### src/rtl/friscv_sv_pkg.sv
// Shared types and constants for the FRiscV UART boot loader.
// Latency: n/a (declarations only).
// Backpressure: n/a.
package friscv_sv_pkg;

  localparam int UART_DATA_BITS   = 8;
  localparam int LOADER_HDR_BYTES = 4;

  // Loader sequencing: header, size check, word assembly, write, final states
  typedef enum logic [2:0] {
    HDR,
    CHK,
    DATA,
    WRITE,
    DONE,
    ERR
  } loader_state_t;

  // Serial receiver phases
  typedef enum logic [1:0] {
    RX_IDLE,
    RX_START,
    RX_DATA,
    RX_STOP
  } rx_state_t;

endpackage

### src/rtl/friscv_uart_rx.sv
// 8N1 UART receiver, LSB first, with 2-flop input synchroniser and start-glitch rejection.
// Latency: byte_valid_o pulses one cycle after the mid-stop-bit sample; line is 2 cycles late.
// Backpressure: none; the consumer must take each byte in its single valid cycle.
module friscv_uart_rx
  import friscv_sv_pkg::*;
#(
  parameter int CLKS_PER_BIT = 868
) (
  input  logic       clk,
  input  logic       rst_n,
  input  logic       rx_i,
  output logic       byte_valid_o,
  output logic [7:0] byte_o,
  output logic       frame_err_o
);

  localparam int CNT_W  = $clog2(CLKS_PER_BIT);
  localparam int BIT_W  = $clog2(UART_DATA_BITS);
  localparam int HALF   = CLKS_PER_BIT / 2;

  if (CLKS_PER_BIT < 4) begin : g_bad_cpb
    $error("friscv_uart_rx: CLKS_PER_BIT must be at least 4");
  end

  logic                      sync1_q, sync2_q;
  rx_state_t                 state_q;
  logic [CNT_W-1:0]          cnt_q;
  logic [BIT_W-1:0]          bit_q;
  logic [UART_DATA_BITS-1:0] shift_q;
  logic                      byte_valid_q, frame_err_q;

  // Two-flop synchroniser; only sync2_q is ever used downstream
  always_ff @(posedge clk or negedge rst_n) begin
    if (!rst_n) begin
      sync1_q <= 1'b1;
      sync2_q <= 1'b1;
    end else begin
      sync1_q <= rx_i;
      sync2_q <= sync1_q;
    end
  end

  // Receiver FSM: detect start, confirm at half bit, sample data and stop at bit centres
  always_ff @(posedge clk or negedge rst_n) begin
    if (!rst_n) begin
      state_q      <= RX_IDLE;
      cnt_q        <= '0;
      bit_q        <= '0;
      shift_q      <= '0;
      byte_valid_q <= 1'b0;
      frame_err_q  <= 1'b0;
    end else begin
      byte_valid_q <= 1'b0;
      frame_err_q  <= 1'b0;
      case (state_q)
        RX_IDLE: begin
          cnt_q <= '0;
          if (!sync2_q) state_q <= RX_START;
        end
        RX_START: begin
          if (cnt_q == CNT_W'(HALF - 1)) begin
            cnt_q <= '0;
            bit_q <= '0;
            // A line that is high again at mid-start was only a glitch
            state_q <= sync2_q ? RX_IDLE : RX_DATA;
          end else begin
            cnt_q <= cnt_q + 1'b1;
          end
        end
        RX_DATA: begin
          if (cnt_q == CNT_W'(CLKS_PER_BIT - 1)) begin
            cnt_q   <= '0;
            shift_q <= {sync2_q, shift_q[UART_DATA_BITS-1:1]};
            if (bit_q == BIT_W'(UART_DATA_BITS - 1)) state_q <= RX_STOP;
            else                                      bit_q   <= bit_q + 1'b1;
          end else begin
            cnt_q <= cnt_q + 1'b1;
          end
        end
        RX_STOP: begin
          if (cnt_q == CNT_W'(CLKS_PER_BIT - 1)) begin
            cnt_q        <= '0;
            byte_valid_q <= sync2_q;
            frame_err_q  <= !sync2_q;
            state_q      <= RX_IDLE;
          end else begin
            cnt_q <= cnt_q + 1'b1;
          end
        end
        default: state_q <= RX_IDLE;
      endcase
    end
  end

  assign byte_valid_o = byte_valid_q;
  assign byte_o       = shift_q;
  assign frame_err_o  = frame_err_q;

endmodule

### src/rtl/friscv_uart_loader.sv
// UART boot loader: header word count N then N little-endian words written to IMEM from address 0.
// Latency: IMEM write one cycle after the 4th byte of a word; release one cycle after last write.
// Backpressure: none; bytes arrive at line rate and the one-cycle write never collides with the next byte.
module friscv_uart_loader
  import friscv_sv_pkg::*;
#(
  parameter int ARCH             = 32,
  parameter int IMEM_ADDR_WIDTH  = 12,
  parameter int IMEM_DEPTH_BYTES = 4096,
  parameter int CLKS_PER_BIT     = 868
) (
  input  logic                       clk,
  input  logic                       rst_n,
  input  logic                       uart_rx_in,
  output logic [IMEM_ADDR_WIDTH-1:0] imem_addr_out,
  output logic [ARCH-1:0]            imem_din_out,
  output logic                       imem_we_out,
  output logic                       core_rst_n_out,
  output logic                       load_done_out,
  output logic                       err_out
);

  localparam int MAX_WORDS = IMEM_DEPTH_BYTES / 4;

  if (ARCH != 32) begin : g_bad_arch
    $error("friscv_uart_loader: ARCH must be 32");
  end

  logic       rx_vld;
  logic [7:0] rx_dat;
  logic       rx_ferr;

  friscv_uart_rx #(
    .CLKS_PER_BIT(CLKS_PER_BIT)
  ) u_rx (
    .clk         (clk),
    .rst_n       (rst_n),
    .rx_i        (uart_rx_in),
    .byte_valid_o(rx_vld),
    .byte_o      (rx_dat),
    .frame_err_o (rx_ferr)
  );

  loader_state_t              state_q;
  logic [1:0]                 byte_idx_q;
  logic [31:0]                n_q;
  logic [31:0]                k_q;
  logic [31:0]                k_d;
  logic [ARCH-9:0]            word_q;   // lower three bytes of the word in flight
  logic [IMEM_ADDR_WIDTH-1:0] addr_q;
  logic [ARCH-1:0]            din_q;
  logic                       we_q, done_q, core_rst_n_q, err_q;

  assign k_d = k_q + 32'd1;

  // Loader FSM with registered IMEM write port and status outputs
  always_ff @(posedge clk or negedge rst_n) begin
    if (!rst_n) begin
      state_q      <= HDR;
      byte_idx_q   <= '0;
      n_q          <= '0;
      k_q          <= '0;
      word_q       <= '0;
      addr_q       <= '0;
      din_q        <= '0;
      we_q         <= 1'b0;
      done_q       <= 1'b0;
      core_rst_n_q <= 1'b0;
      err_q        <= 1'b0;
    end else begin
      we_q <= 1'b0;
      case (state_q)
        HDR: begin
          if (rx_ferr) begin
            state_q <= ERR;
            err_q   <= 1'b1;
          end else if (rx_vld) begin
            // Bytes shift in from the top so the first byte ends up as the LSB
            n_q        <= {rx_dat, n_q[31:8]};
            byte_idx_q <= byte_idx_q + 1'b1;
            if (byte_idx_q == 2'(LOADER_HDR_BYTES - 1)) state_q <= CHK;
          end
        end
        CHK: begin
          // Compare against the word capacity so N*4 can never overflow
          if (n_q == 32'd0) begin
            state_q      <= DONE;
            done_q       <= 1'b1;
            core_rst_n_q <= 1'b1;
          end else if (n_q > 32'(MAX_WORDS)) begin
            state_q <= ERR;
            err_q   <= 1'b1;
          end else begin
            state_q    <= DATA;
            k_q        <= '0;
            byte_idx_q <= '0;
          end
        end
        DATA: begin
          if (rx_ferr) begin
            state_q <= ERR;
            err_q   <= 1'b1;
          end else if (rx_vld) begin
            word_q     <= {rx_dat, word_q[ARCH-9:8]};
            byte_idx_q <= byte_idx_q + 1'b1;
            if (byte_idx_q == 2'(LOADER_HDR_BYTES - 1)) begin
              state_q <= WRITE;
              we_q    <= 1'b1;
              addr_q  <= IMEM_ADDR_WIDTH'({k_q, 2'b00});
              din_q   <= {rx_dat, word_q};
            end
          end
        end
        WRITE: begin
          if (rx_ferr) begin
            state_q <= ERR;
            err_q   <= 1'b1;
          end else begin
            k_q <= k_d;
            if (k_d == n_q) begin
              state_q      <= DONE;
              done_q       <= 1'b1;
              core_rst_n_q <= 1'b1;
            end else begin
              state_q <= DATA;
            end
          end
        end
        DONE: state_q <= DONE;
        ERR:  state_q <= ERR;
        default: begin
          state_q <= ERR;
          err_q   <= 1'b1;
        end
      endcase
    end
  end

  assign imem_addr_out  = addr_q;
  assign imem_din_out   = din_q;
  assign imem_we_out    = we_q;
  assign core_rst_n_out = core_rst_n_q;
  assign load_done_out  = done_q;
  assign err_out        = err_q;

endmodule

### config.mk
export PLATFORM = sky130hd
export DESIGN_NAME = friscv_uart_loader
export DESIGN_NICKNAME = d
export VERILOG_FILES = /design/src/rtl/friscv_sv_pkg.sv /design/src/rtl/friscv_uart_rx.sv /design/src/rtl/friscv_uart_loader.sv
export SDC_FILE = /design/constraint.sdc
export NUM_CORES = 1
export LEC_CHECK = 0
export BUFFER_PORTS_ARGS = -buffer_cell sky130_fd_sc_hd__buf_2
export CAP_MARGIN = 20
export CORE_ASPECT_RATIO = 1.25
export CORE_UTILIZATION = 30
export DETAILED_ROUTE_END_ITERATION = 8
export GPL_ROUTABILITY_DRIVEN = 0
export REMOVE_ABC_BUFFERS = 1
export SLEW_MARGIN = 20
export SYNTH_ARGS = -nofsm -noshare
export SYNTH_HDL_FRONTEND = slang
export SYNTH_SLANG_ARGS = --single-unit
### constraint.sdc
create_clock -name clk -period 5.5 [get_ports clk]
set_clock_uncertainty 0.05 [all_clocks]
set_input_delay 0.275 -clock clk [delete_from_list [all_inputs] [get_ports clk]]
set_output_delay 0.275 -clock clk [all_outputs]
set_load 0.005 [all_outputs]
==> Word level (Yosys, flattened, before mapping) <==
Index checks and enable logic that the tools add are counted.
{ "totals": {"regBits": 165} }
{ "classes": {"add_sub_neg": 4, "magnitude_cmp": 1, "reduce_logical": 22, "mux": 50, "eq_ne": 32, "bitwise_logic": 2} }
{ "op_table": {"columns": ["operator", "n"], "rows": [
  ["2-to-1 mux 32 bit", 3],
  ["case mux 32 bit (2 select lines)", 1],
  ["2-to-1 mux 3 bit", 13],
  ["adder 32 x 1 -> 32 bit (second input constant)", 1],
  ["== test 32 bit", 1],
  ["> comparator 32 x 11 -> 1 bit (second input constant)", 1],
  ["zero test 32 bit", 1],
  ["case mux 10 bit (3 select lines)", 1],
  ["AND reduction 4 bit", 6],
  ["2-to-1 mux 10 bit", 2],
  ["2-to-1 mux 2 bit", 10],
  ["!= test 2 bit (second input constant)", 9],
  ["case mux 3 bit (5 select lines)", 1],
  ["2-to-1 mux 1 bit", 14],
  ["!= test 2 x 1 -> 1 bit (second input constant)", 6],
  ["adder 10 x 1 -> 10 bit (second input constant)", 1],
  ["== test 10 bit (second input constant)", 1],
  ["== test 10 x 9 -> 1 bit (second input constant)", 1],
  ["AND reduction 5 bit", 2],
  ["== test 3 bit (second input constant)", 3],
  ["case mux 2 bit (4 select lines)", 1],
  ["== test 2 bit (second input constant)", 3],
  ["== test 3 x 2 -> 1 bit (second input constant)", 2],
  ["!= test 3 x 1 -> 1 bit (second input constant)", 2],
  ["18 further kinds", 25]
]} }

==> Depth between registers and ports, before layout <==
{ "depth": {"ltp_word": 5, "mapped_depth": 11} }

==> Cells and area by module <==
A second synthesis with hierarchy kept.
{ "hier_totals": {"cells_unflattened": 833, "area_unflattened_um2": 8330.5} }
{ "by_module_without_submodules": {"columns": ["module", "cells_each", "area_each_um2", "n_inst"], "rows": [
  ["friscv_uart_loader", 717, 6981.7, 1],
  ["friscv_uart_rx", 116, 1348.8, 1]
]} }

==> Worst setup path after synthesis <==
No wires, ideal clock.
{ "synth_timing": {"path_type": "register to register", "from": "reg k_q[0]", "to": "reg state_q[2]", "stages_incl_launch_ff": 10, "n_path_buf": 0, "t_required_ns": 5.378, "arrival_ns": 2.346, "synth_period_minus_slack_ns": 2.468, "setup_slack_ns": 3.032, "cell_sequence": "dfrtp_1 -> ha_1 -> nand3_1 -> or4_1 -> xnor2_1 -> nor4_1 -> nand4_1 -> and4bb_4 -> a21oi_1 -> nor2_1"} }
{ "synth_between": {"elab_chain_cells": 5} }
{ "synth_lines": {"columns": ["element", "line", "text"], "rows": [
  ["from (decl)", "friscv_uart_loader.sv:47", "logic [31:0] k_q;"],
  ["from (signal assigned)", "friscv_uart_loader.sv:119", "k_q <= k_d;"],
  ["adder 32 x 1 -> 32 bit", "friscv_uart_loader.sv:54", "assign k_d = k_q + 32'd1;"],
  ["== test 32 bit", "friscv_uart_loader.sv:120", "if (k_d == n_q) begin"],
  ["2-to-1 mux 3 bit", "friscv_uart_loader.sv:120", null],
  ["2-to-1 mux 3 bit", "friscv_uart_loader.sv:115", "if (rx_ferr) begin"],
  ["case mux 3 bit (5 select lines)", "friscv_uart_loader.sv:72", "case (state_q)"],
  ["to (signal assigned)", "friscv_uart_loader.sv:75", "state_q <= ERR;"],
  ["to (signal assigned)", "friscv_uart_loader.sv:116", "state_q <= ERR;"],
  ["to (signal assigned)", "friscv_uart_loader.sv:121", "state_q <= DONE;"],
  ["to (decl)", "friscv_uart_loader.sv:44", "loader_state_t state_q;"]
]} }
Every way passes these cells.
A chain may end at the register's enable or synchronous reset.

==> Worst setup path in the final report <==
{ "layout_timing": {"from": "reg k_q[0]", "to": "reg core_rst_n_q (netlist: core_rst_n_out)"} }
{ "layout_between": {"elab_chain_cells": 4} }
{ "layout_lines": {"columns": ["element", "line", "text"], "rows": [
  ["adder 32 x 1 -> 32 bit", "friscv_uart_loader.sv:54", null],
  ["== test 32 bit", "friscv_uart_loader.sv:120", null],
  ["!= test 2 bit (no source line)", null, null],
  ["AND reduction 4 bit (no source line)", null, null],
  ["to (signal assigned)", "friscv_uart_loader.sv:68", "core_rst_n_q <= 1'b0;"],
  ["to (signal assigned)", "friscv_uart_loader.sv:89", "core_rst_n_q <= 1'b1;"],
  ["to (signal assigned)", "friscv_uart_loader.sv:123", "core_rst_n_q <= 1'b1;"],
  ["to (decl)", "friscv_uart_loader.sv:52", "logic we_q, done_q, core_rst_n_q, err_q;"]
]} }
Every way passes these cells.

==> metrics.md <==
| Metric | Value |
|---|---|
| Status | `complete, no violations` |
| YS warnings | `0` |
| First-pass GRT wire length | `32100 um` |
| DRC | `0` |
| Worst-path clk slew | `70 ps` |
| CTS Buffer Depth | `2` |
| Setup TNS | `0 ps` |
| CTS tree | `done` |
| Port bufs | `48` |
| Fraction of registers with async set/reset | `1.00` |
| Setup Crit Path Kind | `reg2reg` |
| FMAX | `303 MHz` |
| Synth Area per Inst | `9.87 um^2` |
| Most used cell, CP | `nand3_1` |
| Initial antenna violation count | `0` |
| Routed WL | `19100 um` |
| VDD IR max | `between 0.2 and 0.3 mV` |
| Netlist Area Pre-Place | `8250 um^2` |
| Largest net degree at the start of global routing | `between 100 and 150` |
| P&R area growth vs syn | `13.8%` |
| Die Width | `between 150 and 200 um` |
| Maximum fanout along the worst path | `13` |
| Initial Util | `0.307` |
| PnR worst setup slack | `2200 ps` |
| Die Area | `28200 um^2` |
| Crit-path max cell delay | `780 ps` |
| Core ar. | `26900 um^2` |
| Sequential share of the synthesized area | `0.501` |
| Number of flops mapped to enable cells by yosys | `0` |
| Final Max Tran Viols | `0` |
| Hpwl dp | `between 10000 and 15000 um` |
| Die height | `187 um` |
| Req. time, crit path | `~5800 ps` |
| Arr. time, crit path | `3620 ps` |
| Vias in the first global route | `6111` |
| Leading area contributor after synthesis | `dfrtp_1` |
| Actual slew at the worst max-slew pin | `950 ps` |
| GR Overflow Total | `0` |
| Slowest library cell on the worst path | `nor4_4` |
| DR pass1 iterations | `5` |
| Total GRT Usage | `0.144` |
| CP endpoint kind | `register` |
| Post-Synthesis Cells | `836` |
| PD cells | `266 nW/um^2` |
| ANT nets after route | `0` |
| Synth unique cells | `68` |
| Slew HR | `0.367` |
| Worst hold path type | `reg2reg` |
| Share of the synthesized area in the top cell type | `0.495` |
| Design Power | `around 0.0025 W` |
| Metal-1 WL | `8570 um` |
| WL/cell | `15.7 um` |
| Layout cells sized above 1 | `0.190` |
| Max Used Layer | `met4` |
| Crit path time final | `3300 ps` |
| Fin cells | `1217` |
| Ys flop type | `dfrtp_1` |
| Ports | `slightly above 50` |
| Met3 WL | `713 um` |
| Cell row count | `67` |
| Initial detailed-routing violation count | `between 300 and 400` |
| Drt via density | `5.06` |
| Pre-CTS setup slack | `approximately 2300 ps` |
| CTS Sinks | `about 170` |
| Crit-path cells | `ha_1 > nand3_1 > nor4_4 > nand3_4 > a2111oi_4 > o221a_1 > and4_4 > nand3_1 > nand2_1` |
| Max Cap Violations | `0` |
| Placed cells | `between 1000 and 1500` |
| LEAKAGE | `approximately 4.5 nW` |
| Final Hold Fails | `0` |
| Via count | `around 6200` |
| Flops & latches, synth | `165` |
| Final setup vio count | `0` |
| Insertion delay to the later sink of the worst-skew pair | `roughly 430 ps` |
| Period utilization | `0.600` |
| Antenna cells | `0` |
| CTS root buf | `clkbuf_16` |
| Num CTS Buffers | `17` |
| Largest cells by area after synthesis | `dfrtp_1 49%, mux2_2 8.6%, nand2_1 7.6%, xnor2_1 3.9%, o21ai_0 3.0%` |
| WL met2 | `9240 um` |
| CP startpoint kind | `register` |
| # nets final | `869` |
| RSZ-0062 raised after global routing | `false` |
| H-tree levels | `4` |
[state kept, by name, indices dropped and copies added, names as in the netlist, 2 cells and up, named ones only]
signal and cells:
imem_din_out 32, k_q 32, n_q 32, word_q 24, imem_addr_out 10, u_rx.cnt_q 10
u_rx.byte_o 8, state_q 3, u_rx.bit_q 3, byte_idx_q 2
[metal layers]
| layer | up-vias | global-route usage |
|---|---|---|
| met1 | 3028 | 0.187 |
| met3 | 29 | 0.0280 |
| met4 | 0 | 0.0684 |
| met2 | 140 | 0.229 |
| li1 | 2959 | - |
| met5 | - | 0 |
[power breakdown]
group / switching, W / internal [W] / leakage (nW) / total [W]
logic: 0.0000244 / 0.00000254 / 1.92 / 0.0000269
registers: 0.000000553 / 0.00121 / 2.28 / 0.00122
clock network: 0.000531 / 0.000728 / 0.304 / 0.00126
[logic make-up (layout without fill, tap and decap cells)]
| group | Yosys count | count (layout) | share of synthesized area |
|---|---|---|---|
| and+or+nand+nor | 356 | 356 | 0.209 |
| DFF | 165 | 165 | 0.501 |
| AOI/OAI and AO/OA | 123 | 123 | 0.0971 |
| muxes | 67 | 67 | 0.0909 |
| buffers and inverters | 64 | 99 | 0.0350 |
| xor gates and xnor gates | 53 | 53 | 0.0563 |
| adders and majority gates | 7 | 7 | 0.0103 |
| other | 1 | 2 | 0.000455 |
[worst paths after layout]
check / startpoint / depth (start not counted) / slack [ps] / end
min in group asynchronous: rst_n / 2 / 460 / u_rx.cnt_q[5]
max in group asynchronous: rst_n / 3 / 3570 / word_q[12]
setup / recovery: k_q[0] / 9 / 2200 / core_rst_n_out
hold / removal: u_rx.sync1_q / 0 / 310 / u_rx.sync2_q
hold reg to reg: u_rx.sync1_q / 0 / 310 / u_rx.sync2_q
setup reg to reg: k_q[0] / 9 / 2200 / core_rst_n_out
[through the flow]
step	cell area (um^2)	util	hold slack, ps
3_5_place_dp	8730	0.325	300
3_3_place_gp	8730	0.325	297
2_1_floorplan	8000	-	-70.6
4_1_cts	9370	0.348	312
6_report	9390	0.349	310
5_1_grt	9390	0.349	318
[layout by cell type, fill, tap and decap left out, types with 3 or more instances in the layout]
master and instances:
nand2_1 166, dfrtp_1 163, mux2_2 63, nor2_1 60, o21ai_0 49, buf_2 47
xnor2_1 37, nand3_1 28, clkbuf_16 17, xor2_1 16, nand4_1 16, o31ai_1 14
a21oi_1 14, nor3_1 13, nor4_1 12, nor2b_1 12, and3_1 10, inv_1 8
o41ai_1 8, a31oi_1 8, buf_4 8, ha_1 6, and2_1 5, or3_1 4
nand2b_1 4, and4_1 4, mux2i_1 4, inv_6 4, nand4b_1 3, a21boi_0 3
a22oi_1 3, o21ai_1 3, a311oi_1 3, clkinv_4 3, inv_8 3, bufinv_16 3
[repair_timing]
item	CTS	global route
setup buffers	0	0
endpoints found under the hold margin	18	0
gates resized for setup	0	0
hold buffers	2	0
[cells in the mapped netlist (all sizes together), types with 4 or more instances]
master	count
xor2	16
nand4	19
xnor2	37
nor3	13
nor2b	12
and2	5
nand2b	4
o31ai	14
a31oi	8
nor4	14
or3	4
buf	19
nand3	29
and3	10
nand2	166
dfrtp	163
nor2	61
ha	6
mux2i	4
mux2	63
a21oi	14
o41ai	8
clkbuf	36
and4	6
o21ai	52
inv	8
[critical path, delay by kind of cell (launching register included)]
kind | cells | cell delay (ps)
fa+ha+maj | 1 | 290
simple gates | 6 | 1810
compound gates | 2 | 610
flops | 1 | 480
[area by class of cell]
cell class	instances	area (um^2)
inverters	9	33.8
fillers	2681	17500
clock inverters	14	190
flip-flops and latches	165	4130
well taps	345	432
repair buffers	59	344
clock buffers	17	425
multi-input cells	608	3830
Power figures use the tool's default switching activity.
